## src/rtl/freq_counter_pkg.sv

```systemverilog
// ============================================================================
// Module      : freq_counter_pkg
// Description : Shared types and constants for the multi-channel frequency
//               counter (channel FSM states, synchroniser depth limits).
// Revision    : 1.0 - initial release
// ============================================================================
`default_nettype none

package freq_counter_pkg;

  typedef enum logic [1:0] {
    ST_INIT  = 2'd0,
    ST_ARMED = 2'd1,
    ST_RUN   = 2'd2
  } chan_state_t;

  localparam int c_sync_stages_min = 2;
  localparam int c_sync_stages_max = 3;

  // Out-of-range synchroniser depths are pulled back into the legal window.
  function automatic int clamp_sync_stages(input int n);
    if (n < c_sync_stages_min) return c_sync_stages_min;
    if (n > c_sync_stages_max) return c_sync_stages_max;
    return n;
  endfunction

endpackage

`default_nettype wire

```

## src/rtl/freq_channel.sv

```systemverilog
// ============================================================================
// Module      : freq_channel
// Description : One measurement channel: synchroniser, edge detect, saturating
//               phase counter, INIT/ARMED/RUN FSM and optional period averager
//               (built when MCFC_AVG_EN is defined).
// Revision    : 1.0 - initial release
// ============================================================================
`default_nettype none

module freq_channel
  import freq_counter_pkg::*;
#(
  parameter int COUNTER_BITS = 16,
  parameter int SYNC_STAGES  = 2,
  parameter int AVG_LOG2     = 2
) (
  input  logic                    CLK,
  input  logic                    RST_N,
  input  logic                    FREQ_IN,
  output logic [COUNTER_BITS-1:0] TIME_HIGH,
  output logic [COUNTER_BITS-1:0] TIME_LOW,
  output logic [COUNTER_BITS:0]   PERIOD,
  output logic [COUNTER_BITS:0]   PERIOD_AVG,
  output logic                    VALID,
  output logic                    STUCK,
  output logic                    UPDATE,
  output logic                    AVG_UPDATE
);

  localparam int                    c_sync     = clamp_sync_stages(SYNC_STAGES);
  localparam logic [COUNTER_BITS-1:0] c_cnt_max  = '1;
  localparam logic [COUNTER_BITS-1:0] c_cnt_near = c_cnt_max - 1'b1;
  localparam logic [COUNTER_BITS-1:0] c_cnt_one  = {{(COUNTER_BITS-1){1'b0}}, 1'b1};

  logic [c_sync-1:0]       r_sync;
  logic                    r_prev;
  chan_state_t             r_state;
  logic [COUNTER_BITS-1:0] r_cnt;
  logic [COUNTER_BITS-1:0] r_time_high;
  logic [COUNTER_BITS-1:0] r_time_low;
  logic [COUNTER_BITS:0]   r_period;
  logic                    r_done_high;
  logic                    r_valid;
  logic                    r_stuck;
  logic                    r_update;

  logic                    w_level;
  logic                    w_edge;
  logic                    w_fall;
  logic [COUNTER_BITS:0]   w_period_sum;

  always_ff @(posedge CLK or posedge RST_N) begin
    if (RST_N) begin
      r_sync <= '0;
      r_prev <= 1'b0;
    end else begin
      r_sync <= {r_sync[c_sync-2:0], FREQ_IN};
      r_prev <= r_sync[c_sync-1];
    end
  end

  assign w_level      = r_sync[c_sync-1];
  assign w_edge       = w_level ^ r_prev;
  assign w_fall       = w_edge & ~w_level;
  assign w_period_sum = {1'b0, r_time_high} + {1'b0, r_cnt};

  // A saturated phase is still reported, but the period it belongs to is not
  // trusted: the channel drops back to ARMED and needs a fresh high phase.
  always_ff @(posedge CLK or posedge RST_N) begin
    if (RST_N) begin
      r_state     <= ST_INIT;
      r_cnt       <= '0;
      r_time_high <= '0;
      r_time_low  <= '0;
      r_period    <= '0;
      r_done_high <= 1'b0;
      r_valid     <= 1'b0;
      r_stuck     <= 1'b0;
      r_update    <= 1'b0;
    end else begin
      r_update <= 1'b0;
      case (r_state)
        ST_INIT: begin
          if (w_edge) begin
            r_state     <= ST_ARMED;
            r_cnt       <= c_cnt_one;
            r_done_high <= 1'b0;
          end
        end
        default: begin
          if (w_edge) begin
            r_cnt   <= c_cnt_one;
            r_stuck <= 1'b0;
            if (w_fall) begin
              r_time_high <= r_cnt;
              r_done_high <= ~r_stuck;
            end else begin
              r_time_low <= r_cnt;
              if (!r_stuck && (r_state == ST_RUN || r_done_high)) begin
                r_period <= w_period_sum;
                r_update <= 1'b1;
                r_valid  <= 1'b1;
                r_state  <= ST_RUN;
              end
            end
            if (r_stuck) begin
              r_state     <= ST_ARMED;
              r_done_high <= 1'b0;
            end
          end else if (r_cnt != c_cnt_max) begin
            r_cnt <= r_cnt + 1'b1;
            if (r_cnt == c_cnt_near) begin
              r_stuck <= 1'b1;
              r_valid <= 1'b0;
            end
          end
        end
      endcase
    end
  end

  assign TIME_HIGH = r_time_high;
  assign TIME_LOW  = r_time_low;
  assign PERIOD    = r_period;
  assign VALID     = r_valid;
  assign STUCK     = r_stuck;
  assign UPDATE    = r_update;

`ifdef MCFC_AVG_EN
  localparam int c_acc_w = COUNTER_BITS + 1 + AVG_LOG2;

  logic [c_acc_w-1:0]    r_acc;
  logic [AVG_LOG2-1:0]   r_avg_cnt;
  logic [COUNTER_BITS:0] r_period_avg;
  logic                  r_avg_update;
  logic [c_acc_w-1:0]    w_acc_sum;

  assign w_acc_sum = r_acc + {{AVG_LOG2{1'b0}}, r_period};

  // Consumes each PERIOD write one cycle after it lands.
  always_ff @(posedge CLK or posedge RST_N) begin
    if (RST_N) begin
      r_acc        <= '0;
      r_avg_cnt    <= '0;
      r_period_avg <= '0;
      r_avg_update <= 1'b0;
    end else begin
      r_avg_update <= 1'b0;
      if (r_stuck) begin
        r_acc     <= '0;
        r_avg_cnt <= '0;
      end else if (r_update) begin
        r_avg_cnt <= r_avg_cnt + 1'b1;
        if (&r_avg_cnt) begin
          r_period_avg <= w_acc_sum[c_acc_w-1:AVG_LOG2];
          r_avg_update <= 1'b1;
          r_acc        <= '0;
        end else begin
          r_acc <= w_acc_sum;
        end
      end
    end
  end

  assign PERIOD_AVG = r_period_avg;
  assign AVG_UPDATE = r_avg_update;
`else
  assign PERIOD_AVG = r_period;
  assign AVG_UPDATE = r_update;
`endif

endmodule

`default_nettype wire

```

## src/rtl/multich_freq_counter.sv

```systemverilog
// ============================================================================
// Module      : multich_freq_counter
// Description : CHANNELS independent frequency counters packed onto flat
//               result buses. Period averaging is built when MCFC_AVG_EN is
//               defined.
// Revision    : 1.0 - initial release
// ============================================================================
`default_nettype none

module multich_freq_counter
  import freq_counter_pkg::*;
#(
  parameter int CHANNELS     = 4,
  parameter int COUNTER_BITS = 16,
  parameter int SYNC_STAGES  = 2,
  parameter int AVG_LOG2     = 2
) (
  input  logic                                CLK,
  input  logic                                RST_N,
  input  logic [CHANNELS-1:0]                 FREQ_IN,
  output logic [CHANNELS*COUNTER_BITS-1:0]    TIME_HIGH,
  output logic [CHANNELS*COUNTER_BITS-1:0]    TIME_LOW,
  output logic [CHANNELS*(COUNTER_BITS+1)-1:0] PERIOD,
  output logic [CHANNELS*(COUNTER_BITS+1)-1:0] PERIOD_AVG,
  output logic [CHANNELS-1:0]                 VALID,
  output logic [CHANNELS-1:0]                 STUCK,
  output logic [CHANNELS-1:0]                 UPDATE,
  output logic [CHANNELS-1:0]                 AVG_UPDATE
);

  localparam int c_pw = COUNTER_BITS + 1;

  for (genvar g = 0; g < CHANNELS; g++) begin : g_chan
    freq_channel #(
      .COUNTER_BITS (COUNTER_BITS),
      .SYNC_STAGES  (SYNC_STAGES),
      .AVG_LOG2     (AVG_LOG2)
    ) u_chan (
      .CLK        (CLK),
      .RST_N      (RST_N),
      .FREQ_IN    (FREQ_IN[g]),
      .TIME_HIGH  (TIME_HIGH[g*COUNTER_BITS +: COUNTER_BITS]),
      .TIME_LOW   (TIME_LOW[g*COUNTER_BITS +: COUNTER_BITS]),
      .PERIOD     (PERIOD[g*c_pw +: c_pw]),
      .PERIOD_AVG (PERIOD_AVG[g*c_pw +: c_pw]),
      .VALID      (VALID[g]),
      .STUCK      (STUCK[g]),
      .UPDATE     (UPDATE[g]),
      .AVG_UPDATE (AVG_UPDATE[g])
    );
  end

endmodule

`default_nettype wire

```

## config.mk

```make
export PLATFORM = sky130hd
export DESIGN_NAME = multich_freq_counter
export DESIGN_NICKNAME = d
export VERILOG_FILES = /design/src/rtl/freq_counter_pkg.sv /design/src/rtl/freq_channel.sv /design/src/rtl/multich_freq_counter.sv
export SDC_FILE = /design/constraint.sdc
export NUM_CORES = 1
export LEC_CHECK = 0
export BUFFER_PORTS_ARGS = -buffer_cell sky130_fd_sc_hd__buf_2
export CELL_PAD_IN_SITES_DETAIL_PLACEMENT = 0
export CELL_PAD_IN_SITES_GLOBAL_PLACEMENT = 1
export CORE_ASPECT_RATIO = 1.5
export CORE_MARGIN = 3
export CORE_UTILIZATION = 45
export CTS_BUF_LIST = sky130_fd_sc_hd__clkbuf_8
export DETAILED_ROUTE_END_ITERATION = 16
export PLACE_DENSITY = 0.79
export SYNTH_ARGS = -nofsm -noshare
export SYNTH_HDL_FRONTEND = slang
export SYNTH_HIERARCHICAL = 1
export SYNTH_SLANG_ARGS = --single-unit
export TNS_END_PERCENT = 1
```

## constraint.sdc

```tcl
create_clock -name CLK -period 4.81 [get_ports CLK]
set_clock_uncertainty 0.15 [all_clocks]
set_input_delay 0 -clock CLK [delete_from_list [all_inputs] [get_ports CLK]]
set_output_delay 0 -clock CLK [all_outputs]
set_load 0.1 [all_outputs]
```

==> results.sh, run 1 <==
export IMPL_grt_usage_pct=19.89
export IMPL_synth_seq_cells=296
export IMPL_seq_area_frac_synth_pct=47.06
export IMPL_worstPathMaxFanout=32
export IMPL_swShare_pct=48.59
export IMPL_synth_top_flop_cell="dfrtp_1"
export IMPL_synth_compound_area_share_pct=14.10
export IMPL_max_cap_viol_count=0
export IMPL_synth_largest_area_cell="dfrtp_1"
export IMPL_fin_area_sq_um=18190
export IMPL_p_seq_share_pct=32.8
export IMPL_fmax_ghz=0.3458
export IMPL_finalHoldViolCount=0
export IMPL_grt_pass1_vias=11800
export IMPL_run_status="finished, final reports clean"
export IMPL_clock_latency_ns=0.57
export IMPL_drtIter0Drc=460
export IMPL_yosysUniqueCellTypes=73
export IMPL_numCtsBuffers=48
export IMPL_power_leakage_nw=9.359
export IMPL_clkTransAtPathRegs_ns=0.07
export IMPL_ys_async_sr_fraction_pct=100.0
export IMPL_power_density_nw_per_um2=533.6
export IMPL_gp_congestion=0.8656
export IMPL_start_util_pct=45.79
export IMPL_grt_pass1_wl_um=62020
export IMPL_netlist_area_sq_um=15740
export IMPL_crit_top_cell="inv_1"
export IMPL_grt_max_degree=75
export IMPL_yosysWarnings=6
export IMPL_cts_sinks=296
export IMPL_start_kind="flop"
export IMPL_placed_area_sq_um=17060
export IMPL_finalSetupTns_ns=0
export IMPL_routed_via_count=11670
export IMPL_routedWlPerCell_um=16.80
export IMPL_port_buffers=285
export IMPL_rsz0062_at_grt="no"
export IMPL_cts_root_buf="clkbuf_8"
export IMPL_cts_tree="built"
export IMPL_clk_path_buf_depth=3
export IMPL_dieWidth_um=158.7
export IMPL_yosys_area_share_simple_pct=13.12
export IMPL_synth_adder_area_share_pct=6.869
export IMPL_synth_net_count=1572
export IMPL_dr_pass1_iters=4
export IMPL_finalSetupViolCount=0
export IMPL_finalCritPeriodShare_pct=60.12
export IMPL_antenna_cells=0
export IMPL_drc=0
export IMPL_worstSetupPathType="flop to flop"
export IMPL_viasPerCell=5.262
export IMPL_syn_avg_cell_area_sq_um=10.62
export IMPL_synth_area_leaders="dfrtp_1 (47%), mux2_2 (8.6%), ha_1 (6.4%)"
export IMPL_pwr_share_clk_pct=24.2
export IMPL_synth_edf_count=0
export IMPL_ant_nets=0
export IMPL_required_ns=5.10
export IMPL_synth_xor_xnor_area_share_pct=4.452
export IMPL_synth_top_area_share_pct=47.06
export IMPL_cp_arrival_ns=3.18
export IMPL_synth_most_common_cell="dfrtp_1"
export IMPL_hpwl_um=27420
export IMPL_grt_overflow_total=0
export IMPL_htreeDepth=2
export IMPL_fill_cells=3138
export IMPL_wirelength_um=37240
export IMPL_path_cells="inv_1 -> ha_1 -> a2111o_1 -> inv_1 -> nand2_1 -> nor2_1 -> a22oi_1 -> nand3_1"
export IMPL_rows=83
export IMPL_synth_top_family_by_area="compound AO/OA/AOI/OAI gates"
export IMPL_relSlewSlack_pct=31.00
export IMPL_intPower_w=0.004990
export IMPL_num_io_pins=286
export IMPL_die_y_um=235.0
export IMPL_min_period_ns=2.892
export IMPL_tightest_slew_ns=1.035
export IMPL_p_comb_share_pct=43.0
export IMPL_coreArea_sq_um=34370
export IMPL_drive_gt1_share_pct=30.91
export IMPL_endpoint_kind="flop"
export IMPL_vdd_drop_max_mv=0.7246
export IMPL_antenna_found_initial=0
export IMPL_yosys_mux_area_fraction_pct=8.777
export IMPL_slew_violations=0
export IMPL_area_delta_synth_final_pct=15.59
export IMPL_synth_cells=1482
export IMPL_nets=1806
export IMPL_p_switching_w=0.004716
export IMPL_critPathSlowestCell="a2111o_1"
export IMPL_cp_slowest_stage_delay_ns=0.78
export IMPL_synth_common_cells="dfrtp_1 (296), nand2_1 (167), mux2_2 (120)"
export IMPL_die_area_sq_um=37300
export IMPL_hold_path_class="input port to async pin"
## flip-flops by register name, indices dropped and copies added, names as in the netlist
| name | count |
|---|---|
| g_chan.u_chan/r_prev | 4 |
| g_chan.u_chan/TIME_HIGH | 64 |
| g_chan.u_chan/r_cnt | 64 |
| g_chan.u_chan/TIME_LOW | 64 |
| g_chan.u_chan/r_done_high | 4 |
| g_chan.u_chan/r_state | 8 |
| g_chan.u_chan/r_sync | 8 |
| g_chan.u_chan/VALID | 4 |
| g_chan.u_chan/PERIOD | 68 |
| g_chan.u_chan/AVG_UPDATE | 4 |
| g_chan.u_chan/STUCK | 4 |
## path summary, 6_finish.rpt
path                                                 startpoint                                 endpoint  slack [ns]  cells past startpoint
setup / recovery           g_chan[2].u_chan/r_sync[1]$_DFF_PP0_  g_chan[2].u_chan/PERIOD[14]$_DFFE_PP0P_        1.92                      8
hold / removal                                            RST_N    g_chan[2].u_chan/r_cnt[2]$_DFFE_PP0P_        0.17                      3
setup reg to reg           g_chan[2].u_chan/r_sync[1]$_DFF_PP0_  g_chan[2].u_chan/PERIOD[14]$_DFFE_PP0P_        1.92                      8
hold reg to reg            g_chan[2].u_chan/r_sync[0]$_DFF_PP0_     g_chan[2].u_chan/r_sync[1]$_DFF_PP0_        0.20                      0
max in group asynchronous                                 RST_N    g_chan[2].u_chan/r_cnt[9]$_DFFE_PP0P_        3.37                      4
min in group CLK           g_chan[2].u_chan/r_sync[0]$_DFF_PP0_     g_chan[2].u_chan/r_sync[1]$_DFF_PP0_        0.20                      0
## cell usage in the layout (no fill, tap or decap), drive strengths merged, types with 7 or more instances in the layout
master and count:
a21oi 73, nor2 105, o21bai 7, nor4 8
dfrtp 296, a31oi 10, nand2 167, a211oi 27
nand3 30, and4 10, or3 13, o21ai 106
ha 80, o31ai 16, mux2 120, xor2 38
nand4 24, clkbuf 60, and2 8, o22a 8
o21a 17, inv 42, and3 16, xnor2 42
dlygate4sd3 9, a21o 13, clkinv 15, buf 291
nor3 11
## what timing repair did
item,in CTS,in global routing
hold buffers,9,0
endpoints found under the hold margin,274,0
gates resized for setup,0,0
buffers inserted,0,0
endpoints found under the setup margin,0,0
## power by group through the flow
stage / clock (W) / sequential [W] / combinational [W]
floorplan: 0 / 0.00465 / 0.00213
global placement: 0 / 0.00321 / 0.00416
detailed placement: 0 / 0.00322 / 0.00419
CTS: 0.00243 / 0.00318 / 0.00420
global route: 0.00253 / 0.00324 / 0.00441
finish: 0.00235 / 0.00318 / 0.00418
## worst max-delay path, delay by kind of cell, from the launching register on
kind                     cells  cell delay, ns
AO/OA/AOI/OAI                2            0.99
adder cells (fa/ha/maj)      1            0.48
buffers and inverters        2            0.48
flip-flops                   1            0.33
AND/OR/NAND/NOR              3            0.32
## logic make-up (layout without fill, tap and decap cells)
kind of cell	Yosys count	after routing
adder cells (fa/ha/maj)	84	84
AO/OA/AOI/OAI	327	327
AND/OR/NAND/NOR	417	417
XOR/XNOR	80	80
multiplexers	123	123
buffers and inverters	155	423
flip-flops	296	296
## routing by layer
layer	wire, um	global-route usage [%]
met2	18900	35.63
met3	1828	3.774
met4	914	6.106
met5	0	0
met1	15600	24.29
## per-stage QoR
step	std cells	util, %	setup WS [ns]	hold WS [ns]	power (W)
6_report	2217	52.92	1.918	0.1667	0.009707
3_5_place_dp	2124	49.62	1.953	-0.04032	0.007410
4_1_cts	2217	52.92	1.940	0.1641	0.009819
3_3_place_gp	2124	49.62	1.996	-0.04132	0.007366
2_1_floorplan	1482	-	1.837	-0.1186	0.006781
5_1_grt	2217	52.92	1.596	0.2127	0.01019
## cell type report
cell class	instances	area, sq um	share of cell area, %
clock inverters	24	220.2	1.210
clock buffers	60	825.8	4.539
well taps	467	584.3	3.212
repair buffers	300	1562	8.583
multi-input cells	1031	7447	40.94
flip-flops and latches	296	7407	40.72
inverters	39	146.4	0.8047
Power figures use the tool's default switching activity.
==> inputs of run 2 (changes only) <==
Settings changed: ABC_AREA set to 1, CORE_UTILIZATION 45 to 39, PLACE_DENSITY 0.79 to 0.76.
Clock period 4.81 ns to 2.4 ns, I/O delays scaled along.
==> results.sh, run 2 <==
export IMPL_max_cap_viol_count=0
export IMPL_synth_top_flop_cell="dfrtp_1"
export IMPL_run_status="finished, final reports clean"
export IMPL_viasPerCell=4.813
export IMPL_largest_register_ffs=68
export IMPL_worstSetupPathType="flop to flop"
export IMPL_slew_violations=0
export IMPL_syn_avg_cell_area_sq_um=7.632
export IMPL_required_ns=2.73
export IMPL_synth_top_area_share_pct=41.85
export IMPL_synth_net_count=2409
export IMPL_grt_overflow_total=0
export IMPL_die_area_sq_um=48020
export IMPL_dieWidth_um=179.9
export IMPL_power_density_nw_per_um2=1094
export IMPL_power_leakage_nw=10.95
export IMPL_worstPathMaxFanout=6
export IMPL_drive_gt1_share_pct=21.52
export IMPL_tightest_slew_ns=0.7332
export IMPL_finalSetupTns_ns=0
export IMPL_synth_area_leaders="dfrtp_1 (42%), nand2_1 (16%), ha_1 (5.7%)"
export IMPL_vdd_drop_max_mv=1.471
export IMPL_clk_path_buf_depth=3
export IMPL_post_route_util_pct=45.50
export IMPL_nets=2662
export IMPL_synth_largest_area_cell="dfrtp_1"
export IMPL_area_delta_synth_final_pct=15.20
export IMPL_hold_path_class="flop to flop"
export IMPL_layout_commonest_cell="nand2_1"
export IMPL_rsz0062_at_grt="no"
export IMPL_wl_met2_um=25430
export IMPL_gp_congestion=0.8826
export IMPL_routedWlPerCell_um=15.21
export IMPL_die_y_um=266.9
export IMPL_drc=0
export IMPL_fill_cells=4616
export IMPL_layout_common_cells="nand2_1 (733), dfrtp_1 (296), buf_2 (285)"
export IMPL_finalSetupViolCount=0
export IMPL_drtIter0Drc=620
export IMPL_grt_max_degree=75
export IMPL_synth_most_common_cell="nand2_1"
export IMPL_cts_root_buf="clkbuf_8"
export IMPL_cp_arrival_ns=2.46
export IMPL_layout_area_seq_sq_um=7407
export IMPL_coreArea_sq_um=44810
export IMPL_synth_edf_count=0
export IMPL_hpwl_um=38010
export IMPL_clkTransAtPathRegs_ns=0.06
export IMPL_fmax_ghz=0.4690
export IMPL_wirelength_um=48590
export IMPL_num_io_pins=286
export IMPL_start_kind="flop"
export IMPL_antenna_found_initial=3
export IMPL_rrSetupSlack_ns=0.27
export IMPL_numCtsBuffers=50
export IMPL_hold_slack_ns=0.2032
export IMPL_grt_usage_pct=19.79
export IMPL_start_util_pct=39.49
export IMPL_multi_input_area_sq_um=8272
export IMPL_top_layer="met5"
export IMPL_seq_area_frac_synth_pct=41.85
export IMPL_synth_seq_cells=296
export IMPL_finalCritPeriodShare_pct=88.85
export IMPL_routed_via_count=15380
export IMPL_dr_pass1_iters=5
export IMPL_min_period_ns=2.132
export IMPL_netlist_area_sq_um=17700
export IMPL_synth_common_cells="nand2_1 (733), dfrtp_1 (296), inv_1 (260)"
export IMPL_yosysWarnings=6
export IMPL_htreeDepth=2
export IMPL_synth_cells=2319
export IMPL_cts_sinks=296
export IMPL_clock_latency_ns=0.58
export IMPL_finalHoldViolCount=0
export IMPL_grt_pass1_vias=14990
export IMPL_ant_nets=0
export IMPL_wl_met1_um=19860
export IMPL_relSlewSlack_pct=51.12
export IMPL_yosysUniqueCellTypes=40
export IMPL_met3_length_um=1921
export IMPL_ys_async_sr_fraction_pct=100.0
export IMPL_cts_tree="built"
export IMPL_grt_pass1_wl_um=78470
export IMPL_port_buffers=285
export IMPL_rows=95
export IMPL_endpoint_kind="flop"
run 2: worst paths after layout:
| check | end | from | depth (start not counted) |
|---|---|---|---|
| hold / removal | g_chan[3].u_chan/r_sync[1]$_DFF_PP0_ | g_chan[3].u_chan/r_sync[0]$_DFF_PP0_ | 0 |
| min in group asynchronous | g_chan[1].u_chan/TIME_LOW[1]$_DFFE_PP0P_ | RST_N | 4 |
| hold reg to reg | g_chan[3].u_chan/r_sync[1]$_DFF_PP0_ | g_chan[3].u_chan/r_sync[0]$_DFF_PP0_ | 0 |
| setup / recovery | g_chan[1].u_chan/PERIOD[14]$_DFFE_PP0P_ | g_chan[1].u_chan/r_cnt[0]$_DFFE_PP0P_ | 10 |
| setup reg to reg | g_chan[1].u_chan/PERIOD[14]$_DFFE_PP0P_ | g_chan[1].u_chan/r_cnt[0]$_DFFE_PP0P_ | 10 |
| max in group asynchronous | g_chan[2].u_chan/PERIOD[15]$_DFFE_PP0P_ | RST_N | 5 |
run 2: cells by family (layout without fill, tap and decap cells):
group	Yosys count	in the layout	share of synthesized area, %
fa+ha+maj	84	84	6.108
buf+inv	415	707	11.41
simple gates	1207	1207	30.00
xor+xnor	29	29	1.435
compound gates	288	288	9.191
flops	296	296	41.85
other cells	0	2	0
run 2: critical path, cell delays in order, from the launching register on:
cell and delay [ns]:
dfrtp_1 0.46, ha_1 0.25, fa_1 0.39, nand2_1 0.11
nand2_1 0.11, nand3_1 0.11, nand2_1 0.12, nand2_1 0.11
nand3_1 0.08, nand3_1 0.09, nand2_1 0.05
run 2: power breakdown:
group	switching (W)	leakage [nW]	internal, W
Sequential	0.000804	3.96	0.00578
Combinational	0.00930	6.40	0.00170
Clock	0.00214	0.596	0.00259
Total	0.0122	11.0	0.0101
run 2: routing by layer:
metal / global-route usage (%) / vias to the layer above
met5: 0 / -
met4: 6.318 / 2
met3: 2.713 / 79
met2: 37.19 / 306
met1: 23.24 / 7167
li1: - / 7823
run 2: what timing repair did:
action / 4_1_cts / 5_1_grt
hold endpoints to repair: 300 / 0
hold buffers: 10 / 0
buffers inserted: 0 / 0
resized for setup: 0 / 0
run 2: metrics by stage:
step	total power, W	cells	setup slack [ns]	area (sq um)
after floorplan	0.01628	2319	0.02953	17700
after global placement	0.01766	3092	0.2789	19240
after detailed placement	0.01775	3092	0.2548	19240
after CTS	0.02264	3193	0.2439	20380
after global routing	0.02339	3194	0.05580	20390
final	0.02231	3195	0.2676	20390
run 2: cell type report:
class	count	share of cell area (%)
multi-input cells	1608	40.57
flip-flops and latches	296	36.33
repair buffers	328	9.009
inverters	288	5.376
clock buffers	60	4.050
well taps	582	3.572
clock inverters	31	1.068
diodes	2	0.02455
